$ cat src/rtl/bnn_pkg.sv
// Shared frame geometry and loader state type for the BNN front end.
// The layer imports the same defaults so both sides agree on frame layout.
package bnn_pkg;

    localparam int DEF_IMG_WIDTH = 30;
    localparam int DEF_PAD       = 1;
    localparam int DEF_PIX_WIDTH = 8;

    typedef enum logic {
        LOAD = 1'b0,
        FULL = 1'b1
    } state_t;

endpackage

$ cat src/rtl/bnn_raster_counter.sv
// Row/column position within the unpadded interior of a raster frame.
// The row also wraps after the last pixel so the counter idles at the origin.
module bnn_raster_counter #(
    parameter  int INNER = 28,
    localparam int CW    = $clog2(INNER)
) (
    input  logic          clk,
    input  logic          rst_n,
    input  logic          clear,
    input  logic          advance,
    output logic [CW-1:0] row,
    output logic [CW-1:0] col,
    output logic          last
);

    assign last = (row == CW'(INNER - 1)) && (col == CW'(INNER - 1));

    always_ff @(posedge clk or negedge rst_n) begin
        if (!rst_n) begin
            row <= '0;
            col <= '0;
        end else if (clear) begin
            row <= '0;
            col <= '0;
        end else if (advance) begin
            if (col == CW'(INNER - 1)) begin
                col <= '0;
                row <= last ? '0 : row + 1'b1;
            end else begin
                col <= col + 1'b1;
            end
        end
    end

endmodule

$ cat src/rtl/bnn_img_loader.sv
// Binarizing raster loader that assembles a zero-padded square frame
// and holds it for the convolution layer until acknowledged.
module bnn_img_loader
    import bnn_pkg::*;
#(
    parameter int IMG_WIDTH = DEF_IMG_WIDTH,
    parameter int PAD       = DEF_PAD,
    parameter int PIX_WIDTH = DEF_PIX_WIDTH
) (
    input  logic                           clk,
    input  logic                           rst_n,
    input  logic [PIX_WIDTH-1:0]           pix_in,
    input  logic                           pix_valid,
    output logic                           pix_ready,
    input  logic [PIX_WIDTH-1:0]           bin_thresh,
    input  logic                           frame_start,
    input  logic                           frame_ack,
    output logic [IMG_WIDTH*IMG_WIDTH-1:0] img_buf,
    output logic                           frame_valid
);

    localparam int INNER = IMG_WIDTH - 2 * PAD;
    localparam int NPIX  = INNER * INNER;
    localparam int CW    = $clog2(INNER);
    localparam int IW    = $clog2(NPIX);

    state_t          state, state_next;
    logic [CW-1:0]   row, col;
    logic            last;
    logic            accept;
    logic            clear;
    logic            pix_bit;
    logic [IW-1:0]   wr_idx;
    logic [NPIX-1:0] interior;

    // Gated by rst_n so the handshake stays closed while reset is held.
    assign pix_ready   = rst_n && (state == LOAD) && !frame_start;
    assign accept      = pix_valid && pix_ready;
    assign clear       = frame_start || ((state == FULL) && frame_ack);
    assign pix_bit     = (pix_in >= bin_thresh);
    assign wr_idx      = IW'(row) * IW'(INNER) + IW'(col);
    assign frame_valid = (state == FULL);

    bnn_raster_counter #(
        .INNER(INNER)
    ) u_counter (
        .clk    (clk),
        .rst_n  (rst_n),
        .clear  (clear),
        .advance(accept),
        .row    (row),
        .col    (col),
        .last   (last)
    );

    always_ff @(posedge clk or negedge rst_n) begin
        if (!rst_n) begin
            state <= LOAD;
        end else begin
            state <= state_next;
        end
    end

    always_comb begin
        state_next = state;
        if (frame_start) begin
            state_next = LOAD;
        end else begin
            case (state)
                LOAD:    if (accept && last) state_next = FULL;
                FULL:    if (frame_ack)      state_next = LOAD;
                default: state_next = LOAD;
            endcase
        end
    end

    always_ff @(posedge clk or negedge rst_n) begin
        if (!rst_n) begin
            interior <= '0;
        end else if (accept) begin
            interior[wr_idx] <= pix_bit;
        end
    end

    // Border bits are never stored; they are tied to zero here.
    always_comb begin
        img_buf = '0;
        for (int unsigned r = 0; r < INNER; r++) begin
            for (int unsigned c = 0; c < INNER; c++) begin
                img_buf[(r + PAD) * IMG_WIDTH + c + PAD] = interior[r * INNER + c];
            end
        end
    end

endmodule

$ cat config.mk
export PLATFORM = sky130hd
export DESIGN_NAME = bnn_img_loader
export DESIGN_NICKNAME = d
export VERILOG_FILES = /design/src/rtl/bnn_pkg.sv /design/src/rtl/bnn_raster_counter.sv /design/src/rtl/bnn_img_loader.sv
export SDC_FILE = /design/constraint.sdc
export NUM_CORES = 1
export LEC_CHECK = 0
export CAP_MARGIN = 20
export CORE_AREA = 10 10 353 355
export CTS_BUF_LIST = sky130_fd_sc_hd__clkbuf_2 sky130_fd_sc_hd__clkbuf_4 sky130_fd_sc_hd__clkbuf_8
export DETAILED_ROUTE_END_ITERATION = 7
export DIE_AREA = 0 0 363 365
export PLACE_DENSITY = 0.66
export SYNTH_ARGS = -nofsm -noshare
export SYNTH_HDL_FRONTEND = slang
export SYNTH_SLANG_ARGS = --single-unit
$ cat constraint.sdc
create_clock -name clk -period 6.4 [get_ports clk]
set_input_delay 0.64 -clock clk [delete_from_list [all_inputs] [get_ports clk]]
set_output_delay 0.64 -clock clk [all_outputs]
set_load 0.005 [all_outputs]
# == Yosys cells after proc, flatten, opt, wreduce, memory -nomap -nowiden ==
# Cells that the tools add are included.
# op_classes
add_sub_neg,3
n_eq_ne,2
n_lt_le_gt_ge,3
multipliers,1
bitwise_logic,1
n_reduce_logical,12
mux,14
# ops
operator,n
bitwise mux 784 bit,1
two-way mux 5 bit,7
less-than comparator 10 x 11 -> 1 bit (second input constant),1
adder 10 x 5 -> 10 bit,1
adder 5 x 1 -> 5 bit (second input constant),2
demux 1 bit (select 10 bit),1
== test 5 bit (second input constant),2
>= comparator 10 x 1 -> 1 bit (second input constant),1
>= comparator 8 bit,1
multiplier 5 x 3 -> 8 bit (second input constant),1
logical AND 1 bit,7
two-way mux 1 bit,4
nonzero test 2 bit,2
one-hot mux 1 bit (2 select lines),1
AND reduction 2 bit,1
zero test 1 bit,1
logical OR 1 bit,1
inverter 1 bit,1
# word_totals
word_cells,40
regBits,795
input_bits,21
output_inout_bits,902

# == Longest topological paths before layout ==
# Gate-level depths: netlist of the first run.
# depth
ltp_word,8
mapped_depth,13
mapped_depth_nobuf,9

# == Modules after synthesis ==
# A second synthesis of the first run with hierarchy kept.
# unflattened
cells_unflattened,3384
hier_area_um2,38729.6
# modules_own_cells
module,area_each_um2,n_inst,cells_per_inst,seq_area_each_um2
bnn_img_loader,38170.4,1,3325,19643.8
bnn_raster_counter,559.3,1,59,250.2

# == Least setup slack after synthesis of the first run ==
# No wires, ideal clock.
# synth_path
path_kind,register to register
start,reg u_counter.row[2]
end,reg interior[608]
slack_ns,2.453
path_stages_with_launch,14
required_ns,6.275
period_less_slack_ns,3.947
arrival_time_ns,3.823
setup_time_ns,0.125
n_path_buf,4
cell_sequence,dfrtp_1 > fa_1 > ha_1 > fa_1 > buf_2 > o21ai_0 > or3_1 > clkbuf_1 > a211oi_1 > o211ai_1 > buf_2 > clkbuf_1 > a21oi_1 > mux2_2
# synth_via
elab_chain_cells,7
elab_cells_between_ends,8
classes_between,add/sub: 1; mul: 1; order compare: 2; mux: 3; reduce/logical: 1
# synth_lines
element,line_no,source
from (decl),bnn_raster_counter.sv:11,"output logic [CW-1:0] row,"
from (signal assigned),bnn_raster_counter.sv:28,row <= last ? '0 : row + 1'b1;
multiplier 5 x 3 -> 8 bit *,bnn_img_loader.sv:41,assign wr_idx = IW'(row) * IW'(INNER) + IW'(col);
adder 10 x 5 -> 10 bit *,bnn_img_loader.sv:41,
less-than comparator 10 x 11 -> 1 bit (not written as such) or >= comparator 10 x 1 -> 1 bit (tied branches),bnn_img_loader.sv:81,interior[wr_idx] <= pix_bit;
logical AND 1 bit (not written as such),bnn_img_loader.sv:81,
two-way mux 1 bit (not written as such),bnn_img_loader.sv:81,
demux 1 bit (select 10 bit) *,bnn_img_loader.sv:81,
bitwise mux 784 bit *,bnn_img_loader.sv:81,
"to (signal, indexed assignment)",bnn_img_loader.sv:81,
to (decl),bnn_img_loader.sv:34,logic [NPIX-1:0] interior;
# Every way passes the cells marked *; elsewhere a longest branch is shown, timed or not.
# A chain may end at the register's enable or synchronous reset.

# == Worst setup path in the final report of the first run ==
# layout_path
start,reg u_counter.row[2]
end,reg interior[46]
# The elaborated chain is that of the path after synthesis.

==> results.cfg, run 1 <==
[timing]
post-route-period-util_pct = 83.6
timing.fmax_ghz = 0.187
clock-skew-final_ps = 47.5
tightest_slew_ps = 1300
finalSetupViolations = 0
finalWorstSetupSlack_ps = 1050
hold_violations = 0
period_needed_ps = 5350
finalSetupTns_ps = 0
drv_slew = 0
rsz0062_at_grt = no
slew-limit-headroom_pct = 13.3

[drt]
drtIter0Drc = 2107
ant_nets = 0
wl_per_cell_um = 29.5
wl_met1_mm = 66.5
dr_wl_met2_mm = 76.0
vias_per_cell = 5.30
vias = 29300
wl_met3_mm = 14.5
firstDrtPassIters = 5
highest_layer = met5
drt_wl_total_mm = 163
drc_errors = 0

[critical_path]
worstPathCellList = fa_1 > ha_1 > fa_1 > o21ai_0 > or3_1 > a211oi_4 > nand3_4 > buf_12 > a21oi_1 > mux2_2
critPathKind = register to register
worstRegToRegCells = 10
arrival_ps = 6040
crit_top_cell = fa_1
endpoint_kind = register
max_stage_delay_ps = 780
crit_start = u_counter.row[2]
r2r-start = u_counter.row[2]
critPathBufInv = 1
cp_max_fo = 60
critPathRequiredTime_ps = 7090
worstReg2RegEnd = interior[46]
r2r_setup_slack_ps = 1050
worst_setup_path_start_kind = register
crit_slowest_cell = fa_1
endpoint = interior[46]
crit_family = adder cells
cp_num_cells = 10

[finish]
multi_input_area_sq_mm = 0.0166
fin_nets = 3944
fin_util_pct = 42.9
fill_cells = 11000
stdcell_count = 5532
areaGrowthSynthToFinish_pct = 31.1
layout-drive-gt1-share_pct = 27.4
regArea_sq_mm = 0.0199
final_area_sq_mm = 0.0504

[grt]
grt_pass1_wl_mm = 229
first_global_vias = 30000
grt-ovfl-total = 0
grtUsageTotal_pct = 23.6
antenna_found_initial = 3
grt_max_degree = 226

[die]
die-area_sq_mm = 0.132
core_area_sq_mm = 0.117
die_h_um = 365
die_x_um = 363
io-pin-count = 923
start_util_pct = 32.7
rows = 126

[logic_synthesis]
synthArstFlopShare_pct = 100
synth_warnings = 0
synth_ff_type = dfrtp_1
syn_inst = 3192
syn_avg_cell_area_sq_um = 12.0
ys_ff_latch = 795
synth-seq-area-share_pct = 51.8
synth-edff-count = 0
synth_area_sq_mm = 0.0384
yosysUniqueCellTypes = 57

[placed_design]
dp.final_hpwl_mm = 110
placed_area_sq_mm = 0.0472
port_buffers = 806
place_inst = 5277
gp_congestion = 0.821
pre_cts_ws_ps = 1070

[clock_tree]
clk_path_buf_depth = 3
cts.sinks = 795
clkSlewWorstSetupHoldPaths_ps = 60
cts_max_level = 4
post_cts_buffers = 0
cts_resized = 0
clk_latency_ps = 820
postCtsHoldBufs = 1
cts-root-buf = clkbuf_8
tritoncts = yes
cts_buffers = 147

[pwr]
cellLeakagePower_uw = 0.0231
vdd_drop_max_uv = 194
p_per_area_mw_per_mm2 = 224

[run]
cap_viol_max_count = 0

[outcome]
outcome = completed

[worst_hold_path]
hold_class = input port to asynchronous set/reset pin
[area by class of cell]
| cell class | instances | area share (%) |
|---|---|---|
| diodes | 5 | 0.0248 |
| clock buffers | 222 | 5.62 |
| clock inverters | 26 | 0.656 |
| inverters | 20 | 0.149 |
| multi-input cells | 2068 | 33.0 |
| flip-flops and latches | 795 | 39.5 |
| well taps | 1536 | 3.82 |
| repair buffers | 860 | 17.2 |
[registers in the layout, summed over array words and instances (netlist names)]
name	flops
interior	784
u_counter.col	5
u_counter.row	5
frame_valid	1
[synthesized netlist by cell type (33+ instances only)]
master	number	area share, %
nand2_1	55	0.54
buf_2	68	0.89
a211oi_1	287	5.6
dfrtp_1	795	52
a21oi_1	209	2.7
nand3_1	136	1.8
buf_4	139	2.7
mux2_2	765	22
o21bai_1	125	2.4
nor4_1	33	0.54
clkbuf_1	181	1.8
nor2_1	194	1.9
[placed cells by master (no fill, tap or decap), types with 25 or more instances in the layout]
master / netlist / final
clkdlybuf4s50_1: 0 / 805
nand2_1: 55 / 54
nor4_1: 33 / 32
buf_4: 139 / 35
o21bai_1: 125 / 125
a21oi_1: 209 / 209
mux2_2: 765 / 765
ha_1: 25 / 25
conb_1: 1 / 116
a211oi_1: 287 / 287
dfrtp_1: 795 / 795
clkbuf_8: 0 / 186
nor2_1: 194 / 189
nand3_1: 136 / 134
clkbuf_4: 0 / 36
[logic make-up (layout without fill, tap and decap cells)]
logic type      Yosys count  in the layout  synth area share (%)
simple gates            462            462                  5.46
mux                     785            785                  23.0
xor+xnor                 12             12                 0.309
compound gates          662            662                  11.8
buf+inv                 444           1128                  6.52
flops                   795            795                  51.8
other cells               1            121               0.00976
fa+ha+maj                31             31                  1.13
[power by group]
part | switching (uW) | internal [uW]
sequential | 34.5 | 5070
clock | 2260 | 3060
combinational | 652 | 209
total | 2950 | 8340
[worst min path at each step]
stage / startpoint / endpoint / slack, ps
final: rst_n / interior[116] / 360
after global routing: rst_n / interior[116] / 330
after CTS: rst_n / interior[239] / 260
after detailed placement: interior[352] / interior[352] / 480
after global placement: interior[374] / interior[374] / 470
after floorplan: rst_n / frame_valid / 340
[stage by stage]
stage / hold WS [ps] / power [uW]
CTS: 265 / 11400
global placement: 475 / 6050
global route: 330 / 11700
finish: 364 / 11300
detailed placement: 480 / 6050
floorplan: 344 / 5680
[layer usage]
| layer | track usage [%] | up-vias |
|---|---|---|
| li1 | - | 12800 |
| met5 | 0 | - |
| met4 | 9.46 | 2 |
| met1 | 29.0 | 15200 |
| met2 | 37.9 | 1163 |
| met3 | 8.07 | 248 |
No activity file was read; power rests on OpenSTA's default activity.
==> run 2, diff against run 1 <==
--- a/config.mk
+++ b/config.mk
@@ -10,7 +10,7 @@
 export CTS_BUF_LIST = sky130_fd_sc_hd__clkbuf_2 sky130_fd_sc_hd__clkbuf_4 sky130_fd_sc_hd__clkbuf_8
 export DETAILED_ROUTE_END_ITERATION = 7
 export DIE_AREA = 0 0 363 365
-export PLACE_DENSITY = 0.66
+export PLACE_DENSITY = 0.68
 export SYNTH_ARGS = -nofsm -noshare
 export SYNTH_HDL_FRONTEND = slang
 export SYNTH_SLANG_ARGS = --single-unit
==> constraint.sdc (replaced) <==
create_clock -name clk -period 4.6 [get_ports clk]
set_input_delay 0.46 -clock clk [delete_from_list [all_inputs] [get_ports clk]]
set_output_delay 0.46 -clock clk [all_outputs]
set_load 0.005 [all_outputs]
==> results.cfg, run 2 (synthesis gave the netlist of run 1 again) <==
[outcome]
outcome = completed

[drt]
drt_wl_total_mm = 165
drc_errors = 0
drtIter0Drc = 2065
wl_per_cell_um = 28.9
vias = 30100
firstDrtPassIters = 5
ant_nets = 0
vias_per_cell = 5.27

[pwr]
p_per_area_mw_per_mm2 = 302
p_sw_uw = 4130
vdd_drop_max_uv = 209
pwr-share-seq_pct = 45.3
p_clk_share_pct = 46.4
comb_power_share_pct = 8.3
cellLeakagePower_uw = 0.0240
p_int_uw = 11500
switching_share_pct = 26.4

[critical_path]
cp_max_fo = 47
worstPathCellList = fa_1 > ha_1 > fa_1 > xnor2_1 > or3_1 > a211oi_2 > o211ai_1 > buf_12 > buf_12 > a21oi_1 > mux2_2
r2r_setup_slack_ps = 180
max_stage_delay_ps = 570
arrival_ps = 5120
critPathKind = register to register
crit_family = adder cells
critPathRequiredTime_ps = 5300
worst_setup_path_start_kind = register
endpoint_kind = register
crit_slowest_cell = o211ai_1
critPathBufInv = 2

[grt]
first_global_vias = 31000
grt_max_degree = 157
grt_pass1_wl_mm = 232
antenna_found_initial = 4
grtUsageTotal_pct = 23.9
grt-ovfl-total = 0

[clock_tree]
cts.sinks = 795
tritoncts = yes
cts_buffers = 147
post_cts_buffers = 0
clk_path_buf_depth = 3
cts-root-buf = clkbuf_8
clk_latency_ps = 830
cts_max_level = 4
clkSlewWorstSetupHoldPaths_ps = 70

[run]
cap_viol_max_count = 0

[finish]
final_cell_mix = clkdlybuf4s50_1 (805), dfrtp_1 (794), mux2_2 (765)
regMostFlops = interior
areaGrowthSynthToFinish_pct = 35.0
largest_reg_flops = 784
fin_util_pct = 44.1
layout-drive-gt1-share_pct = 30.4
top_regs = interior: 784 flops, u_counter.col: 5 flops, u_counter.row: 5 flops
layout_commonest_cell = clkdlybuf4s50_1
fill_cells = 10900
fin_nets = 4104

[timing]
hold_violations = 0
drv_slew = 0
post-route-period-util_pct = 96.2
timing.fmax_ghz = 0.226
period_needed_ps = 4420
tightest_slew_ps = 1060
finalSetupViolations = 0
rsz0062_at_grt = no
finalSetupTns_ps = 0
slew-limit-headroom_pct = 29.4
clock-skew-final_ps = 36.3

[die]
start_util_pct = 32.7
io-pin-count = 923
core_area_sq_mm = 0.117
die-area_sq_mm = 0.132
die_h_um = 365
rows = 126
die_x_um = 363

[placed_design]
dp.final_hpwl_mm = 114
gp_congestion = 0.833
port_buffers = 806

[worst_hold_path]
hold_class = input port to asynchronous set/reset pin
run 2: changes by cell type in the layout (fill, tap and decap cells not counted), sizes merged:
cell         previous run  this run
clkbuf                222       235
dlygate4sd3             1         2
inv                    24        26
bufinv                  6         3
clkinvlp                5         2
clkinv                 11         9
buf                    54       213
run 2: worst paths after layout:
check / startpoint / end / depth (start not counted)
setup / recovery: u_counter.row[0] / interior[583] / 11
hold / removal: rst_n / interior[718] / 3
setup reg to reg: u_counter.row[0] / interior[583] / 11
hold reg to reg: interior[330] / interior[330] / 1
max in group asynchronous: rst_n / interior[378] / 5
min in group clk: frame_ack / u_counter.col[2] / 3
run 2: through the flow:
step	power, uW	hold slack, ps	instance area [sq um]	instances	setup WS (ps)
after global routing	16300	406	51800	5696	9.63
after global placement	8510	305	48700	5437	37.8
after floorplan	7900	164	38800	3307	653
after CTS	15900	352	51800	5694	67.5
after detailed placement	8520	307	48700	5437	-1.18
final	15700	374	51800	5699	175
run 2: layout make-up:
cell class                 instances  area [sq um]  share of cell area [%]
inverter                          20          75.1                   0.145
antenna                            5          12.5                  0.0241
clock buffer                     235          2880                    5.56
multi-input combinational       2068         16600                    32.1
clock inverter                    20           225                   0.434
sequential                       795         19900                    38.4
timing repair buffer            1020         10200                    19.6
tap                             1536          1920                    3.71
run 2: metal layers:
layer / GRT usage [%] / part of all wire, % / routed length (um) / vias to the layer above
li1: - / - / - / 13100
met1: 29.8 / 41 / 67700 / 15600
met2: 38.1 / 46 / 76300 / 1167
met3: 8.15 / 8.6 / 14200 / 266
met4: 9.16 / 4.0 / 6520 / 0
met5: 0 / 0 / 0 / -
run 2: power by group through the flow:
stage | Combinational (uW) | Clock (uW) | Sequential, uW
2_1_floorplan | 682 | 0 | 7220
3_3_place_gp | 1300 | 0 | 7220
3_5_place_dp | 1300 | 0 | 7220
4_1_cts | 1310 | 7470 | 7100
5_1_grt | 1410 | 7780 | 7100
6_report | 1310 | 7270 | 7100
run 2: worst register-to-register path: stages (launching register included):
cell and delay (ps):
dfrtp_1 470, fa_1 530, ha_1 260, fa_1 440, xnor2_1 450, or3_1 470
a211oi_2 90, o211ai_1 570, buf_12 240, buf_12 290, a21oi_1 190, mux2_2 300
run 2: what timing repair did:
action,4_1_cts,5_1_grt
gates resized for setup,3,4
hold buffers,2,0
setup endpoints to repair,26,279
endpoints found under the hold margin,264,0
pin swaps,0,1
==> run 3, diff against run 2 <==
--- a/config.mk
+++ b/config.mk
@@ -10,6 +10,7 @@
 export CTS_BUF_LIST = sky130_fd_sc_hd__clkbuf_2 sky130_fd_sc_hd__clkbuf_4 sky130_fd_sc_hd__clkbuf_8
 export DETAILED_ROUTE_END_ITERATION = 7
 export DIE_AREA = 0 0 363 365
+export GPL_TIMING_DRIVEN = 0
 export PLACE_DENSITY = 0.68
 export SYNTH_ARGS = -nofsm -noshare
 export SYNTH_HDL_FRONTEND = slang
==> results.cfg, run 3 (synthesis gave the netlist of run 1 again) <==
[outcome]
outcome = finished with violations
violations = setup timing

[clock_tree]
tritoncts = yes
clk_path_buf_depth = 3
cts_buffers = 144
clkSlewWorstSetupHoldPaths_ps = 70
cts.sinks = 795
cts_max_level = 4
cts-root-buf = clkbuf_8
clk_latency_ps = 850

[placed_design]
pre_cts_ws_ps = -1650
gp_congestion = 0.886
dp.final_hpwl_mm = 137
port_buffers = 806
place_inst = 5665

[drt]
drt_wl_total_mm = 185
highest_layer = met5
ant_nets = 0
drc_errors = 0
vias = 31500
dr_wl_met2_mm = 86.3
vias_per_cell = 5.30
wl_met3_mm = 18.4
wl_met1_mm = 71.1
wl_per_cell_um = 31.1
drtIter0Drc = 2257
firstDrtPassIters = 5

[critical_path]
critPathKind = register to register
endpoint_kind = register
arrival_ps = 5330
critPathRequiredTime_ps = 5330
cp_max_fo = 10
worst_setup_path_start_kind = register
r2r_setup_slack_ps = -7

[die]
core_area_sq_mm = 0.117
die-area_sq_mm = 0.132
io-pin-count = 923
die_x_um = 363
rows = 126
die_h_um = 365
start_util_pct = 32.7

[timing]
hold_violations = 0
timing.fmax_ghz = 0.217
rsz0062_at_grt = yes
finalWorstSetupSlack_ps = -6.77
period_needed_ps = 4610
tightest_slew_ps = 994
clock-skew-final_ps = 53.9
post-route-period-util_pct = 100
whs_ps = 419
slew-limit-headroom_pct = 33.5
drv_slew = 0
finalSetupViolations = 1

[finish]
largest_reg_flops = 784
layout-drive-gt1-share_pct = 34.2
multi_input_area_sq_mm = 0.0175
areaGrowthSynthToFinish_pct = 40.1
fin_nets = 4348
stdcell_count = 5941
regArea_sq_mm = 0.0199
fill_cells = 10800
regMostFlops = interior
fin_util_pct = 45.8
final_cell_mix = clkdlybuf4s50_1 (805), dfrtp_1 (794), mux2_2 (765)
top_regs = interior: 784 flops, u_counter.col: 5 flops, u_counter.row: 5 flops
layout_commonest_cell = clkdlybuf4s50_1

[grt]
first_global_vias = 32200
grt_pass1_wl_mm = 253
antenna_found_initial = 10
grt_max_degree = 108
grtUsageTotal_pct = 26.8
grt-ovfl-total = 0

[pwr]
fin_total_pwr_uw = 16100
p_per_area_mw_per_mm2 = 300
cellLeakagePower_uw = 0.0247
vdd_drop_max_uv = 261

[worst_hold_path]
hold_class = input port to register

[run]
cap_viol_max_count = 0
run 3: metrics by stage:
step / TNS [ps] / instance area [sq um]
floorplan: 0 / 38800
global placement: - / 48800
detailed placement: -852190 / 49200
CTS: -36.8 / 53300
global route: -1450 / 53800
finish: -6.77 / 53800
run 3: report_power, final:
group | switching [uW] | internal (uW) | total (uW) | leakage [uW]
clock | 3190 | 4160 | 7350 | 0.00165
combinational | 1220 | 468 | 1690 | 0.0119
sequential | 40.9 | 7060 | 7100 | 0.0111
total | 4450 | 11700 | 16100 | 0.0247
run 3: routing by layer:
metal  vias to the layer above  GRT usage [%]
met2                      1531           43.7
met3                       346           10.3
met4                         2           11.9
li1                      13600              -
met5                         -              0
met1                     16000           31.3
run 3: final cells by class:
class                      count  share of cell area (%)
sequential                   795                    37.0
clock buffer                 231                    5.40
inverter                      20                   0.139
antenna                        5                  0.0232
clock inverter                19                   0.407
buffer                       423                    4.73
timing repair buffer         844                    16.3
multi-input combinational   2068                    32.5
tap                         1536                    3.57
run 3: repair_timing:
| item | 4_1_cts | 5_1_grt |
|---|---|---|
| endpoints found under the setup margin | 697 | 656 |
| setup buffers | 8 | 1 |
| endpoints found under the hold margin | 226 | 0 |
| gates resized for setup | 157 | 133 |
| pin swaps | 4 | 1 |
| hold buffers | 12 | 0 |
| cloned | 1 | 0 |
run 3: worst max-delay path, cell delays in order, from the launching register on:
cell	delay, ps
dfrtp_1	460
fa_1	510
ha_1	320
ha_1	410
nor2b_2	230
o21a_1	280
xnor2_2	500
clkbuf_4	360
clkbuf_4	290
nand3_2	380
a211oi_1	360
mux2_2	370
run 3: path summary, 6_finish.rpt:
path                                  start                to  cells past startpoint
setup / recovery           u_counter.row[0]     interior[148]                     11
min in group asynchronous             rst_n      interior[71]                      6
max in group asynchronous             rst_n      interior[46]                      8
hold reg to reg               interior[355]     interior[355]                      1
setup reg to reg           u_counter.row[0]     interior[148]                     11
hold / removal                    frame_ack  u_counter.col[3]                      3
